==> config.mk <==
export PLATFORM = sky130hd
export DESIGN_NAME = ct_l2c_data_sram_ctrl_flat
export DESIGN_NICKNAME = d
export VERILOG_FILES = /design/src/rtl/ct_l2c_data_sram_ctrl_pkg.sv /design/src/rtl/ct_l2c_data_sram_ctrl_if.sv /design/src/rtl/ct_l2c_sram_rsp_fifo.sv /design/src/rtl/ct_l2c_data_sram_ctrl.sv /design/src/flat_wrapper.sv
export SDC_FILE = /design/constraint.sdc
export NUM_CORES = 1
export LEC_CHECK = 0
export BUFFER_PORTS_ARGS = -buffer_cell sky130_fd_sc_hd__buf_2
export CAP_MARGIN = 30
export CORE_AREA = 3 3 344 346
export DETAILED_ROUTE_END_ITERATION = 7
export DIE_AREA = 0 0 347 349
export SLEW_MARGIN = 20
export SYNTH_ARGS = -nofsm -noshare
export SYNTH_HDL_FRONTEND = slang
export SYNTH_HIERARCHICAL = 1
export SYNTH_SLANG_ARGS = --single-unit
==> constraint.sdc <==
create_clock -name forever_cpuclk -period 7.9 [get_ports forever_cpuclk]
set_clock_uncertainty 0.05 [all_clocks]
set_input_delay 0.79 -clock forever_cpuclk [delete_from_list [all_inputs] [get_ports forever_cpuclk]]
set_output_delay 0.79 -clock forever_cpuclk [all_outputs]
set_load 0.02 [all_outputs]
==> src/rtl/ct_l2c_data_sram_ctrl_pkg.sv <==
// Shared definitions for the L2C data SRAM controller: read latency and default sizes.
// The latency follows CT_L2C_SRAM_QREG_EN (adds a Q register stage when defined).
package ct_l2c_data_sram_ctrl_pkg;

`ifdef CT_L2C_SRAM_QREG_EN
  localparam int LAT = 2;
`else
  localparam int LAT = 1;
`endif

  localparam int DEF_ADDR_WIDTH = 8;
  localparam int DEF_DATA_WIDTH = 144;
  localparam int DEF_RSP_DEPTH  = 2;

  // Width of a counter that must hold 0..depth inclusive.
  function automatic int cnt_width(input int depth);
    return (depth < 1) ? 1 : $clog2(depth + 1);
  endfunction

endpackage

==> src/rtl/ct_l2c_data_sram_ctrl_if.sv <==
// Request, response and SRAM macro pin bundle for the L2C data SRAM controller.
// slave = the controller, master = the pipeline/SRAM side driving it.
interface ct_l2c_data_sram_ctrl_if
  import ct_l2c_data_sram_ctrl_pkg::*;
#(
  parameter int ADDR_WIDTH = DEF_ADDR_WIDTH,
  parameter int DATA_WIDTH = DEF_DATA_WIDTH
);
  logic                  req_vld;
  logic                  req_rdy;
  logic                  req_wr;
  logic [ADDR_WIDTH-1:0] req_addr;
  logic [DATA_WIDTH-1:0] req_wdata;
  logic [DATA_WIDTH-1:0] req_bmask;

  logic [ADDR_WIDTH-1:0] sram_a;
  logic                  sram_cen;
  logic                  sram_gwen;
  logic [DATA_WIDTH-1:0] sram_wen;
  logic [DATA_WIDTH-1:0] sram_d;
  logic [DATA_WIDTH-1:0] sram_q;

  logic                  rsp_vld;
  logic                  rsp_rdy;
  logic [DATA_WIDTH-1:0] rsp_data;

  modport slave (
    input  req_vld, req_wr, req_addr, req_wdata, req_bmask, sram_q, rsp_rdy,
    output req_rdy, sram_a, sram_cen, sram_gwen, sram_wen, sram_d, rsp_vld, rsp_data
  );

  modport master (
    output req_vld, req_wr, req_addr, req_wdata, req_bmask, sram_q, rsp_rdy,
    input  req_rdy, sram_a, sram_cen, sram_gwen, sram_wen, sram_d, rsp_vld, rsp_data
  );
endinterface

==> src/rtl/ct_l2c_sram_rsp_fifo.sv <==
// Circular read-response FIFO with wrapping pointers. First-word fall-through:
// a push into an empty FIFO is visible (and poppable) in the same cycle.
module ct_l2c_sram_rsp_fifo
  import ct_l2c_data_sram_ctrl_pkg::*;
#(
  parameter int DATA_WIDTH = DEF_DATA_WIDTH,
  parameter int RSP_DEPTH  = DEF_RSP_DEPTH
)
(
  input  logic                  clk,
  input  logic                  rst,
  input  logic                  push,
  input  logic [DATA_WIDTH-1:0] push_data,
  input  logic                  pop,
  output logic                  full,
  output logic                  empty,
  output logic                  vld,
  output logic [DATA_WIDTH-1:0] data
);
  localparam int PTR_W = (RSP_DEPTH > 1) ? $clog2(RSP_DEPTH) : 1;
  localparam int CNT_W = cnt_width(RSP_DEPTH);
  localparam logic [PTR_W-1:0] PTR_LAST = PTR_W'(RSP_DEPTH - 1);
  localparam logic [CNT_W-1:0] CNT_FULL = CNT_W'(RSP_DEPTH);

  logic [DATA_WIDTH-1:0] mem_reg [RSP_DEPTH];
  logic [PTR_W-1:0]      wr_ptr_reg, wr_ptr_next;
  logic [PTR_W-1:0]      rd_ptr_reg, rd_ptr_next;
  logic [CNT_W-1:0]      count_reg, count_next;
  logic                  do_pop;

  assign empty  = (count_reg == '0);
  assign full   = (count_reg == CNT_FULL);
  assign vld    = !empty || push;
  assign data   = empty ? push_data : mem_reg[rd_ptr_reg];
  assign do_pop = pop && vld;

  // A pass-through (empty, push and pop together) still writes the slot and
  // advances both pointers, which leaves the FIFO empty as required.
  always_comb begin
    wr_ptr_next = wr_ptr_reg;
    rd_ptr_next = rd_ptr_reg;
    count_next  = count_reg;
    if (push)
      wr_ptr_next = (wr_ptr_reg == PTR_LAST) ? '0 : wr_ptr_reg + 1'b1;
    if (do_pop)
      rd_ptr_next = (rd_ptr_reg == PTR_LAST) ? '0 : rd_ptr_reg + 1'b1;
    case ({push, do_pop})
      2'b10:   count_next = count_reg + 1'b1;
      2'b01:   count_next = count_reg - 1'b1;
      default: count_next = count_reg;
    endcase
  end

  always_ff @(posedge clk or posedge rst) begin
    if (rst) begin
      wr_ptr_reg <= '0;
      rd_ptr_reg <= '0;
      count_reg  <= '0;
    end else begin
      wr_ptr_reg <= wr_ptr_next;
      rd_ptr_reg <= rd_ptr_next;
      count_reg  <= count_next;
    end
  end

  always_ff @(posedge clk) begin
    if (push)
      mem_reg[wr_ptr_reg] <= push_data;
  end

  overflow_chk: assert property (@(posedge clk) disable iff (rst) !(push && full && !pop));

endmodule

==> src/rtl/ct_l2c_data_sram_ctrl.sv <==
// Request/response front end for one single-port L2C data SRAM macro (active-low pins).
// Optional Q register stage before the response FIFO: CT_L2C_SRAM_QREG_EN.
module ct_l2c_data_sram_ctrl
  import ct_l2c_data_sram_ctrl_pkg::*;
#(
  parameter int ADDR_WIDTH = DEF_ADDR_WIDTH,
  parameter int DATA_WIDTH = DEF_DATA_WIDTH,
  parameter int RSP_DEPTH  = DEF_RSP_DEPTH
)
(
  input  logic                   forever_cpuclk,
  input  logic                   cpurst,
  ct_l2c_data_sram_ctrl_if.slave bus
);
  localparam int CNT_W = cnt_width(RSP_DEPTH);
  localparam logic [CNT_W-1:0] CNT_MAX = CNT_W'(RSP_DEPTH);

  logic [CNT_W-1:0]      cnt_reg, cnt_next;
  logic                  acc, rd_acc, wr_acc, rsp_pop;
  logic [ADDR_WIDTH-1:0] a_shadow_reg;
  logic [DATA_WIDTH-1:0] d_shadow_reg;
  logic [LAT-1:0]        vld_pipe_reg;
  logic                  push;
  logic [DATA_WIDTH-1:0] push_data;
  logic                  fifo_full, fifo_empty;

  // Credits cover every in-flight pipeline stage plus FIFO occupancy, so a read
  // is only taken when its response is guaranteed a slot.
  assign bus.req_rdy = bus.req_wr || (cnt_reg < CNT_MAX);
  assign acc         = bus.req_vld && bus.req_rdy;
  assign rd_acc      = acc && !bus.req_wr;
  assign wr_acc      = acc && bus.req_wr;
  assign rsp_pop     = bus.rsp_vld && bus.rsp_rdy;

  // Address and data hold their previous value when idle to avoid toggling the macro inputs.
  always_comb begin
    bus.sram_cen  = 1'b1;
    bus.sram_gwen = 1'b1;
    bus.sram_wen  = '1;
    bus.sram_a    = a_shadow_reg;
    bus.sram_d    = d_shadow_reg;
    if (acc) begin
      bus.sram_cen = 1'b0;
      bus.sram_a   = bus.req_addr;
      if (bus.req_wr) begin
        bus.sram_gwen = 1'b0;
        bus.sram_wen  = ~bus.req_bmask;
        bus.sram_d    = bus.req_wdata;
      end
    end
  end

  always_comb begin
    cnt_next = cnt_reg;
    case ({rd_acc, rsp_pop})
      2'b10:   cnt_next = cnt_reg + 1'b1;
      2'b01:   cnt_next = cnt_reg - 1'b1;
      default: cnt_next = cnt_reg;
    endcase
  end

  always_ff @(posedge forever_cpuclk or posedge cpurst) begin
    if (cpurst) begin
      cnt_reg      <= '0;
      a_shadow_reg <= '0;
      d_shadow_reg <= '0;
      vld_pipe_reg <= '0;
    end else begin
      cnt_reg      <= cnt_next;
      vld_pipe_reg <= LAT'({vld_pipe_reg, rd_acc});
      if (acc)
        a_shadow_reg <= bus.req_addr;
      if (wr_acc)
        d_shadow_reg <= bus.req_wdata;
    end
  end

  // Bit 0 marks the cycle in which the macro's Q holds a requested word.
  assign push = vld_pipe_reg[LAT-1];

`ifdef CT_L2C_SRAM_QREG_EN
  logic [DATA_WIDTH-1:0] q_reg;

  always_ff @(posedge forever_cpuclk or posedge cpurst) begin
    if (cpurst)
      q_reg <= '0;
    else if (vld_pipe_reg[0])
      q_reg <= bus.sram_q;
  end

  assign push_data = q_reg;
`else
  assign push_data = bus.sram_q;
`endif

  ct_l2c_sram_rsp_fifo #(
    .DATA_WIDTH (DATA_WIDTH),
    .RSP_DEPTH  (RSP_DEPTH)
  ) u_rsp_fifo (
    .clk       (forever_cpuclk),
    .rst       (cpurst),
    .push      (push),
    .push_data (push_data),
    .pop       (bus.rsp_rdy),
    .full      (fifo_full),
    .empty     (fifo_empty),
    .vld       (bus.rsp_vld),
    .data      (bus.rsp_data)
  );

  credit_vs_empty: assert property (@(posedge forever_cpuclk) disable iff (cpurst)
    fifo_empty || (cnt_reg != '0));
  credit_vs_full: assert property (@(posedge forever_cpuclk) disable iff (cpurst)
    !fifo_full || (cnt_reg == CNT_MAX));

endmodule
==> src/flat_wrapper.sv <==
// flat-port wrapper written by rule: the top's interface ports become plain ports
module ct_l2c_data_sram_ctrl_flat import ct_l2c_data_sram_ctrl_pkg::*;
#(
  parameter int ADDR_WIDTH = DEF_ADDR_WIDTH,
  parameter int DATA_WIDTH = DEF_DATA_WIDTH,
  parameter int RSP_DEPTH  = DEF_RSP_DEPTH
)
  (forever_cpuclk, cpurst, bus_req_vld, bus_req_wr, bus_req_addr, bus_req_wdata, bus_req_bmask, bus_sram_q, bus_rsp_rdy, bus_req_rdy, bus_sram_a, bus_sram_cen, bus_sram_gwen, bus_sram_wen, bus_sram_d, bus_rsp_vld, bus_rsp_data);
  ct_l2c_data_sram_ctrl_if #(.ADDR_WIDTH(ADDR_WIDTH), .DATA_WIDTH(DATA_WIDTH)) bus_i ();
  input  logic forever_cpuclk;
  input  logic cpurst;
  input wire logic [$bits(bus_i.req_vld)-1:0] bus_req_vld;
  input wire logic [$bits(bus_i.req_wr)-1:0] bus_req_wr;
  input wire logic [$bits(bus_i.req_addr)-1:0] bus_req_addr;
  input wire logic [$bits(bus_i.req_wdata)-1:0] bus_req_wdata;
  input wire logic [$bits(bus_i.req_bmask)-1:0] bus_req_bmask;
  input wire logic [$bits(bus_i.sram_q)-1:0] bus_sram_q;
  input wire logic [$bits(bus_i.rsp_rdy)-1:0] bus_rsp_rdy;
  output wire logic [$bits(bus_i.req_rdy)-1:0] bus_req_rdy;
  output wire logic [$bits(bus_i.sram_a)-1:0] bus_sram_a;
  output wire logic [$bits(bus_i.sram_cen)-1:0] bus_sram_cen;
  output wire logic [$bits(bus_i.sram_gwen)-1:0] bus_sram_gwen;
  output wire logic [$bits(bus_i.sram_wen)-1:0] bus_sram_wen;
  output wire logic [$bits(bus_i.sram_d)-1:0] bus_sram_d;
  output wire logic [$bits(bus_i.rsp_vld)-1:0] bus_rsp_vld;
  output wire logic [$bits(bus_i.rsp_data)-1:0] bus_rsp_data;
  assign bus_i.req_vld = bus_req_vld;
  assign bus_i.req_wr = bus_req_wr;
  assign bus_i.req_addr = bus_req_addr;
  assign bus_i.req_wdata = bus_req_wdata;
  assign bus_i.req_bmask = bus_req_bmask;
  assign bus_i.sram_q = bus_sram_q;
  assign bus_i.rsp_rdy = bus_rsp_rdy;
  assign bus_req_rdy = bus_i.req_rdy;
  assign bus_sram_a = bus_i.sram_a;
  assign bus_sram_cen = bus_i.sram_cen;
  assign bus_sram_gwen = bus_i.sram_gwen;
  assign bus_sram_wen = bus_i.sram_wen;
  assign bus_sram_d = bus_i.sram_d;
  assign bus_rsp_vld = bus_i.rsp_vld;
  assign bus_rsp_data = bus_i.rsp_data;
  ct_l2c_data_sram_ctrl #(.ADDR_WIDTH(ADDR_WIDTH), .DATA_WIDTH(DATA_WIDTH), .RSP_DEPTH(RSP_DEPTH)) u_core (.forever_cpuclk(forever_cpuclk), .cpurst(cpurst), .bus(bus_i));
endmodule
**After elaboration in Yosys (flattened, before gate mapping)**

Memories as Yosys holds them, arrays and structs flattened.
Index checks and enable logic that the tools add are counted.

- Output and inout bits: 444
- Memories: 1
- Input port bits: 445
- Logic and storage cells: 46
- Register bits: 159
- RAM bits: 288

- Reduce and logical (&&, ||, !) cells: 11
- Bitwise logic cells: 1
- $add $sub $neg: 6
- Equal/unequal tests: 4
- $lt $le $gt $ge: 1
- Muxes and demuxes: 15

Memory list:

| name | depth | bits a word | read ports | clocked after memory_dff | wr ports | RTL line | RTL |
|---|---|---|---|---|---|---|---|
| u_core.u_rsp_fifo.mem_reg | 2 | 144 | 1 | 0 | 1 | ct_l2c_sram_rsp_fifo.sv:25 | `logic [DATA_WIDTH-1:0] mem_reg [RSP_DEPTH];` |

Operators by type and width:

| cell | count |
|---|---|
| 2-to-1 mux 144 bit | 5 |
| NOT 144 bit | 1 |
| 2-to-1 mux 8 bit | 1 |
| case mux 2 bit (2 select lines) | 2 |
| 2-to-1 mux 1 bit | 7 |
| adder 2 x 1 -> 2 bit, second input constant | 2 |
| equality test 2 x 1 -> 1 bit, second input constant | 2 |
| equality test 2 bit, second input constant | 2 |
| logical AND 1 bit | 4 |
| nonzero test 2 bit | 2 |
| subtractor 2 x 1 -> 2 bit, second input constant | 2 |
| adder 1 bit, second input constant | 2 |
| logical NOT 1 bit | 2 |
| logical NOT 2 bit | 1 |
| logical OR 1 bit | 2 |
| less-than comparator 2 bit, second input constant | 1 |

**Depth between registers and ports, before layout**

Gate-level depths: netlist of the first run.

- Depth in word-level cells: 6
- Depth in mapped cells: 7

**Hierarchy**

The synthesis of the first run kept the hierarchy.

Modules (own cells, without submodules):

| module | area an instance (µm²) | instances | sequential area each (µm²) | cells each |
|---|---|---|---|---|
| ct_l2c_sram_rsp_fifo | 11877.6 | 1 | 8748.4 | 786 |
| ct_l2c_data_sram_ctrl | 7066.8 | 1 | 3878.7 | 944 |

**Least setup slack after synthesis of the first run**

No wires, ideal clock.

- Kind: register to register
- From: register u_core.vld_pipe_reg (netlist: u_core/push)
- To: memory u_core/u_rsp_fifo/mem_reg[0][0] in the netlist's numbering (enable)
- Data required time: 7.199 ns
- Data arrival time: 6.437 ns
- Path slack: 0.763 ns
- Cell stages (with the launch flop): 3
- Library setup time: 0.651 ns
- Cells stage by stage: dfrtp_1 > inv_1 > nor2_1

- Word-level cells in the longest chain between the ends: 2

Ends and longest elaborated chain:

| item | RTL line | RTL |
|---|---|---|
| start, declared | ct_l2c_data_sram_ctrl.sv:22 | `logic [LAT-1:0] vld_pipe_reg;` |
| start signal, assigned | ct_l2c_data_sram_ctrl.sv:70 | `vld_pipe_reg <= LAT'({vld_pipe_reg, rd_acc});` |
| 2-to-1 mux 1 bit | ct_l2c_sram_rsp_fifo.sv:67 | `if (push)` |
| 2-to-1 mux 1 bit (not written as such) | ct_l2c_sram_rsp_fifo.sv:68 | `mem_reg[wr_ptr_reg] <= push_data;` |
| end, declared | ct_l2c_sram_rsp_fifo.sv:25 |  |

No other way between the ends.

**Final worst setup path of the first run**

- From: register u_core.u_rsp_fifo.rd_ptr_reg
- To: output port bus_rsp_data[63]

- Word-level cells in the longest chain between the ends: 2

Ends and longest elaborated chain:

| item | RTL line | RTL |
|---|---|---|
| start, declared | ct_l2c_sram_rsp_fifo.sv:27 | `logic [PTR_W-1:0] rd_ptr_reg, rd_ptr_next;` |
| start signal, assigned | ct_l2c_sram_rsp_fifo.sv:61 | `rd_ptr_reg <= rd_ptr_next;` |
| memory (2 x 144 bit) | n/a |  |
| 2-to-1 mux 144 bit | ct_l2c_sram_rsp_fifo.sv:34 | `assign data = empty ? push_data : mem_reg[rd_ptr_reg];` |
| end, declared | flat_wrapper.sv:26 | `output wire logic [$bits(bus_i.rsp_data)-1:0] bus_rsp_data;` |

No other way between the ends.

==> results.py, run 1 <==
metrics = {
    "worst_setup_path": {
        "worstPathMaxFanout": 105,
        "rr_worst_depth": 2,
        "cp_num_buf_inv": 2,
        "crit_arrival_ps": 3100,
        "crit_type": "flop to output port",
        "rr_endpoint": "u_core/u_rsp_fifo/mem_reg[1][131]",
        "endpoint_kind": "output port",
        "ff2ff_setup_slack_ps": 5520,
        "cp_slowest_cell": "dfrtp_4",
        "reg2reg_from": "u_core/push",
        "crit_path_cell_trace": "buf_12, mux2i_1, o21ai_0, buf_2",
        "critPathTopFamily": "flip-flops",
        "crit_required_ps": 7060,
        "startpoint_type": "flop",
        "max_stage_delay_ps": 960,
    },
    "synth": {
        "synth_fp_nets": 2176,
        "syn_area_per_cell_um2": 11.0,
        "syn_inst": 1729,
        "syn_area_um2": 18900,
        "synth_warnings": 6,
    },
    "sta": {
        "fin_tns_setup_ps": 0,
        "fmax_ghz": 0.254,
        "slew_viol_final": 0,
        "setup_slack_ps": 3960,
        "fin_hold_ws_ps": 322,
        "grt_setup_unrepaired": "no",
        "maxSlewHeadroom_pct": 8.13,
        "tightest_slew_ps": 1380,
        "final-setup-viol-count": 0,
        "finalCriticalPeriod_ps": 3940,
        "hold_viol_final": 0,
        "min_period_over_period_pct": 49.9,
    },
    "route": {
        "finalWirelength_mm": 92.2,
        "wl_per_cell_um": 22.1,
        "drt_iter0_drc": 1156,
        "drtAntennaViolNets": 0,
        "vias": 16200,
        "route.detailed.drc": 0,
        "drt_pass1_iterations": 5,
        "routed_via_density": 3.89,
    },
    "floorplan": {
        "ios": 889,
        "die_w_um": 347,
        "dieArea_um2": 121000,
        "core_area_um2": 116000,
        "fp-row-count": 125,
        "die_h_um": 349,
        "initial_utilization_pct": 16.4,
    },
    "cts": {
        "cts_root_buf": "clkbuf_16",
        "cts_tree": "done",
        "cts.sinks": 447,
        "path_clk_slew_ps": 70,
        "clockBufferDepth": 3,
        "cts_setup_buffers": 0,
        "cts_inserted_buffers": 52,
        "cts_max_level": 2,
        "clk_latency_ps": 630,
    },
    "final_layout": {
        "final_cell_mix": "buf_2 (888), nand2_1 (865), edfxtp_1 (288), dfrtp_1 (158), mux2i_1 (144)",
        "drive_gt1_share_pct": 37.7,
        "final_common_cell": "buf_2",
        "largest_reg_flops": 288,
        "stdcell_count": 4169,
        "synthToLayoutAreaGrowth_pct": 40.6,
        "nNetsFinal": 3037,
    },
    "global_route": {
        "grt_max_degree": 247,
        "grt_first_pass_wirelength_mm": 125,
        "grt-ovfl-total": 0,
        "antenna_found_initial": 40,
        "grt_usage_pct": 14.6,
        "first_global_vias": 16100,
    },
    "place": {
        "placed_cells": 4056,
        "dp_hpwl_mm": 73.9,
        "gp_congestion": 1.14,
        "dpl_worst_slack_ps": 4180,
        "io_buffers": 888,
    },
    "power": {
        "powerDensity_nw_per_um2": 321,
        "report.power.total_uw": 8550,
        "p_leak_uw": 0.0124,
        "vdd.ir_drop.worst_mv": 0.263,
    },
    "hold_path": {
        "holdPathStages": 3,
        "hold_class": "input pin to flop",
        "min_from": "bus_req_wdata[103]",
        "hold_end": "u_core/d_shadow_reg[103]",
    },
    "run_status": {
        "run_status": "finished, final reports clean",
    },
    "run": {
        "cap_violations": 0,
    },
}
metrics by stage:
| stage | instance area (um2) | utilization [%] |
|---|---|---|
| 5_1_grt | 26600 | 23.0 |
| 3_5_place_dp | 24800 | 21.4 |
| 6_report | 26600 | 23.0 |
| 3_3_place_gp | 24800 | 21.4 |
| 2_1_floorplan | 18900 | - |
| 4_1_cts | 26500 | 22.9 |
repair_timing:
action                                  in CTS  in global routing
gates resized for setup                      0                  0
endpoints found under the hold margin        4                  0
hold buffers                                 1                  0
endpoints found under the setup margin       0                  0
worst max-delay path by stage:
stage | from | end | slack (ps) | cells past startpoint
after CTS | u_core/u_rsp_fifo/count_reg[0] | bus_rsp_data[62] | 3620 | 4
final | u_core/u_rsp_fifo/rd_ptr_reg | bus_rsp_data[63] | 3960 | 4
after floorplan | u_core/push | u_core/u_rsp_fifo/mem_reg[0][0] | 760 | 2
after global routing | u_core/u_rsp_fifo/rd_ptr_reg | bus_rsp_data[80] | 3750 | 4
after global placement | bus_req_vld | bus_sram_d[52] | 4200 | 7
after detailed placement | bus_req_vld | bus_sram_d[44] | 4180 | 7
power breakdown:
part,switching (uW),internal (uW),leakage (uW)
registers,141,2790,0.00458
logic,2190,995,0.00700
clock network,1010,1420,0.000832
per-layer routing:
layer,GRT usage (%),wire [um]
met5,0,243
met2,21.1,38200
met4,5.21,3240
met3,7.71,11800
met1,18.4,38700
layout make-up:
type | instances | area, um2
Timing Repair Buffer | 901 | 4640
Multi-Input combinational cell | 1183 | 5680
Sequential cell | 447 | 12600
Clock buffer | 74 | 1450
Tap cell | 1524 | 1910
Antenna cell | 15 | 37.5
Inverter | 5 | 31.3
Fill cell | 12700 | 89100
Clock inverter | 20 | 251
worst min-delay path: stages:
cell     delay (ps)
buf_2            70
nand2_1          50
nand2_1          50
Power figures use the tool's default switching activity.
==> run 2: changes to the inputs <==
CORE_AREA = 3 3 345 347   (was 3 3 344 346)
DIE_AREA = 0 0 348 350   (was 0 0 347 349)
clock period = 3.6 ns   (was 7.9 ns; I/O delays follow)
==> results.py, run 2 (same netlist as run 1, synthesis figures left out) <==
metrics = {
    "worst_setup_path": {
        "startpoint_type": "flop",
        "crit_required_ps": 3190,
        "endpoint_kind": "output port",
        "crit_arrival_ps": 2770,
        "crit_type": "flop to output port",
        "worstPathMaxFanout": 87,
    },
    "final_layout": {
        "final_cell_mix": "buf_2 (888), nand2_1 (865), edfxtp_1 (288), dlygate4sd3_1 (287), dfrtp_1 (158)",
        "stdcell_count": 4477,
        "num-fill-cells": 12400,
        "multiInputGateArea_um2": 5680,
        "synthToLayoutAreaGrowth_pct": 57.1,
        "stdcell_area_um2": 29700,
        "drive_gt1_share_pct": 34.6,
        "final_common_cell": "buf_2",
        "largest_reg_flops": 288,
        "seqCellArea_um2": 12600,
        "nNetsFinal": 3338,
    },
    "place": {
        "dp_hpwl_mm": 69.8,
        "postPlaceCellArea_um2": 25100,
        "io_buffers": 888,
        "placed_cells": 4073,
        "gp_congestion": 1.05,
    },
    "global_route": {
        "grt_first_pass_wirelength_mm": 123,
        "grt_max_degree": 171,
        "grt_usage_pct": 13.9,
        "grt-ovfl-total": 0,
        "antenna_found_initial": 38,
        "first_global_vias": 17100,
    },
    "sta": {
        "tightest_slew_ps": 870,
        "fin_hold_ws_ps": 45.1,
        "min_period_over_period_pct": 88.2,
        "fmax_ghz": 0.315,
        "slew_viol_final": 0,
        "maxSlewHeadroom_pct": 42.0,
        "hold_viol_final": 0,
        "grt_setup_unrepaired": "no",
        "final-setup-viol-count": 0,
        "finalCriticalPeriod_ps": 3180,
        "fin_tns_setup_ps": 0,
    },
    "power": {
        "report.power.total_uw": 19000,
        "p_leak_uw": 0.0137,
        "powerDensity_nw_per_um2": 638,
        "p_sw_share_pct": 38.0,
        "seqPwrFrac_pct": 33.5,
        "combPwrFrac_pct": 38.0,
        "clock_power_share_pct": 28.4,
        "p_int_uw": 11800,
        "p_switching_uw": 7210,
        "vdd.ir_drop.worst_mv": 0.455,
    },
    "floorplan": {
        "fp-row-count": 125,
        "initial_utilization_pct": 16.3,
        "core_area_um2": 116000,
        "die_w_um": 348,
        "dieArea_um2": 122000,
        "ios": 889,
        "die_h_um": 350,
    },
    "run": {
        "cap_violations": 0,
    },
    "route": {
        "route.detailed.drc": 0,
        "drt_iter0_drc": 1472,
        "wl_per_cell_um": 19.9,
        "drt_pass1_iterations": 8,
        "vias": 17400,
        "routed_via_density": 3.89,
        "finalWirelength_mm": 88.9,
        "drtAntennaViolNets": 0,
    },
    "cts": {
        "post_cts_resized": 0,
        "cts_setup_buffers": 0,
        "cts_inserted_buffers": 53,
        "cts.sinks": 447,
        "cts_root_buf": "clkbuf_16",
        "clockBufferDepth": 3,
        "cts_max_level": 2,
        "path_clk_slew_ps": 60,
        "cts_tree": "done",
        "clk_latency_ps": 620,
    },
    "run_status": {
        "run_status": "finished, final reports clean",
    },
    "hold_path": {
        "hold_class": "input pin to flop",
    },
}
## run 2: changes by cell type in the layout (fill, tap and decap cells not counted), sizes merged
cell	before	now
clkinv	12	14
clkbuf	74	67
clkinvlp	1	7
inv	8	11
buf	900	914
dlygate4sd3	1	287
diode	15	19
## run 2: critical path, cell delays in order (launching register included)
cell	delay, ps
dfrtp_1	440
nor2_4	650
buf_12	390
o21ai_1	370
buf_2	280
## run 2: worst paths after layout
check / startpoint / endpoint / slack (ps) / cells past startpoint
hold / removal: bus_req_wdata[3] / u_core/d_shadow_reg[3] / 50 / 3
min in group asynchronous: cpurst / u_core/u_rsp_fifo/count_reg[1] / 210 / 3
setup / recovery: u_core/u_rsp_fifo/count_reg[0] / bus_rsp_data[136] / 420 / 4
max in group asynchronous: cpurst / u_core/d_shadow_reg[69] / 2270 / 4
hold reg to reg: u_core/d_shadow_reg[119] / u_core/d_shadow_reg[119] / 420 / 2
setup reg to reg: u_core/push / u_core/u_rsp_fifo/mem_reg[0][129] / 1610 / 3
## run 2: per-layer routing
metal / global-route usage [%] / wire length, um / vias up / part of all wire, %
met1: 17.9 / 37400 / 8280 / 42
li1: - / - / 8117 / -
met2: 20.6 / 38000 / 831 / 43
met3: 5.41 / 9490 / 158 / 11
met5: 0 / 120 / - / 0.13
met4: 6.09 / 3970 / 18 / 4.5
## run 2: final cells by class
type                            instances  share of cell area, %
Clock inverter                         31                   1.07
Antenna cell                           19                  0.160
Inverter                                5                 0.0841
Sequential cell                       447                   42.5
Multi-Input combinational cell       1183                   19.1
Tap cell                             1524                   6.41
Timing Repair Buffer                 1201                   25.9
Clock buffer                           67                   4.84
## run 2: through the flow
step	setup WS (ps)	utilization, %
floorplan	564	-
global placement	813	21.6
detailed placement	994	21.6
CTS	283	25.6
global route	235	25.6
finish	424	25.6
## run 2: power by group through the flow
stage                     Combinational [uW]  Sequential (uW)  Clock, uW
final                                   7220             6360       5400
after global placement                  6950             6450          0
after CTS                               7260             6370       5570
after floorplan                         4570             6370          0
after global routing                    7800             6420       5790
after detailed placement                6990             6470          0
## run 2: what timing repair did
item / 4_1_cts / 5_1_grt
hold buffers: 287 / 0
endpoints found under the setup margin: 0 / 0
endpoints found under the hold margin: 450 / 0
==> run 3: changes to the inputs <==
CORE_AREA = 10 10 342 344   (was 3 3 345 347)
DIE_AREA = 0 0 352 354   (was 0 0 348 350)
==> results.py, run 3 (same netlist as run 1, synthesis figures left out) <==
metrics = {
    "final_layout": {
        "stdcell_area_um2": 29800,
        "num-fill-cells": 11500,
        "final_common_cell": "buf_2",
        "seqCellArea_um2": 12600,
        "final_cell_mix": "buf_2 (888), nand2_1 (865), dlygate4sd3_1 (297), edfxtp_1 (288), dfrtp_1 (158)",
        "nNetsFinal": 3349,
        "stdcell_count": 4441,
        "largest_reg_flops": 288,
        "synthToLayoutAreaGrowth_pct": 57.2,
        "multiInputGateArea_um2": 5680,
        "drive_gt1_share_pct": 34.4,
    },
    "cts": {
        "cts_inserted_buffers": 53,
        "cts_tree": "done",
        "path_clk_slew_ps": 70,
        "cts_root_buf": "clkbuf_16",
        "cts.sinks": 447,
        "clk_latency_ps": 640,
        "post_cts_resized": 0,
        "cts_setup_buffers": 0,
        "cts_max_level": 2,
        "hold_buffers": 297,
        "clockBufferDepth": 3,
    },
    "sta": {
        "finalCriticalPeriod_ps": 3040,
        "slew_viol_final": 0,
        "fin_tns_setup_ps": 0,
        "setup_slack_ps": 561,
        "grt_setup_unrepaired": "no",
        "final-setup-viol-count": 0,
        "tightest_slew_ps": 912,
        "hold_viol_final": 0,
        "fin_hold_ws_ps": 54.4,
        "min_period_over_period_pct": 84.4,
        "maxSlewHeadroom_pct": 39.0,
        "fmax_ghz": 0.329,
    },
    "floorplan": {
        "die_w_um": 352,
        "dieArea_um2": 125000,
        "fp-row-count": 122,
        "die_h_um": 354,
        "ios": 889,
        "initial_utilization_pct": 17.2,
        "core_area_um2": 110000,
    },
    "run": {
        "cap_violations": 0,
    },
    "route": {
        "drtAntennaViolNets": 0,
        "finalWirelength_mm": 93.6,
        "drt_pass1_iterations": 6,
        "vias": 17200,
        "route.detailed.drc": 0,
        "drt_iter0_drc": 1179,
        "routed_via_density": 3.87,
        "wl_per_cell_um": 21.1,
    },
    "place": {
        "postPlaceCellArea_um2": 25000,
        "placed_cells": 4038,
        "gp_congestion": 0.942,
        "dpl_worst_slack_ps": 836,
        "io_buffers": 888,
        "dp_hpwl_mm": 73.3,
    },
    "worst_setup_path": {
        "endpoint_kind": "output port",
        "critPathTopFamily": "buffers and inverters",
        "rr_endpoint": "u_core/u_rsp_fifo/mem_reg[0][81]",
        "crit_required_ps": 3190,
        "max_stage_delay_ps": 810,
        "crit_type": "flop to output port",
        "cp_slowest_cell": "dfrtp_4",
        "startpoint_type": "flop",
        "worstPathMaxFanout": 31,
        "crit_path_cell_trace": "buf_12, buf_12, mux2i_1, o21ai_0, buf_2",
        "reg2reg_from": "u_core/push",
        "crit_arrival_ps": 2630,
        "rr_worst_depth": 3,
        "ff2ff_setup_slack_ps": 1610,
        "cp_num_buf_inv": 3,
        "crit_top_cell": "buf_12",
    },
    "global_route": {
        "grt_max_degree": 167,
        "grt_usage_pct": 14.3,
        "first_global_vias": 17700,
        "grt-ovfl-total": 0,
        "grt_first_pass_wirelength_mm": 131,
        "antenna_found_initial": 22,
    },
    "hold_path": {
        "hold_end": "u_core/push",
        "holdPathStages": 3,
        "min_from": "bus_req_vld",
        "hold_class": "input pin to flop",
    },
    "power": {
        "vdd.ir_drop.worst_mv": 0.366,
        "p_leak_uw": 0.0138,
        "powerDensity_nw_per_um2": 651,
    },
    "run_status": {
        "run_status": "finished, final reports clean",
    },
}
run 3: cell count changes in the layout (fill, tap and decap cells not counted), sizes merged, moves of 2 or more:
cell | previous run | this run
clkbuf | 67 | 74
clkinv | 14 | 12
clkinvlp | 7 | 4
diode | 19 | 8
dlygate4sd3 | 287 | 297
run 3: routing by layer:
| layer | global-route usage (%) | wire, um | part of all wire, % |
|---|---|---|---|
| met4 | 4.57 | 2780 | 3.0 |
| met1 | 17.6 | 39400 | 42 |
| met5 | 0 | 54 | 0.058 |
| met3 | 7.04 | 10600 | 11 |
| met2 | 21.8 | 40700 | 44 |
run 3: worst register-to-register path: stages (launching register included):
cell     delay (ps)
dfrtp_1         400
inv_1           100
nor2_4          700
buf_4           410
run 3: worst max-delay path by stage:
stage	from	endpoint	depth (start not counted)
final	u_core/u_rsp_fifo/rd_ptr_reg	bus_rsp_data[135]	5
after global routing	u_core/u_rsp_fifo/count_reg[0]	bus_rsp_data[2]	5
after global placement	bus_req_vld	bus_sram_d[47]	7
after CTS	u_core/u_rsp_fifo/rd_ptr_reg	bus_rsp_data[128]	5
after floorplan	u_core/push	u_core/u_rsp_fifo/mem_reg[0][0]	2
after detailed placement	bus_req_vld	bus_sram_d[27]	7
run 3: final cells by class:
cell class,count,share of cell area [%]
flip-flops and latches,447,42.4
repair buffers,1212,26.2
clock inverters,24,0.878
clock buffers,74,4.99
well taps,1488,6.25
inverters,5,0.0925
multi-input cells,1183,19.1
diodes,8,0.0672
run 3: metrics by stage:
stage                     utilization, %  total power (uW)
final                               27.1             19400
after global routing                27.0             20400
after CTS                           27.0             19700
after detailed placement            22.7             13900
after global placement              22.7             13800
after floorplan                        -             10900
run 3: power by group:
part	leakage (uW)	internal, uW	total [uW]	switching, uW
Sequential	0.00458	6130	6390	268
Clock	0.000849	3120	5380	2270
Combinational	0.00833	2530	7590	5060
Total	0.0138	11800	19400	7600
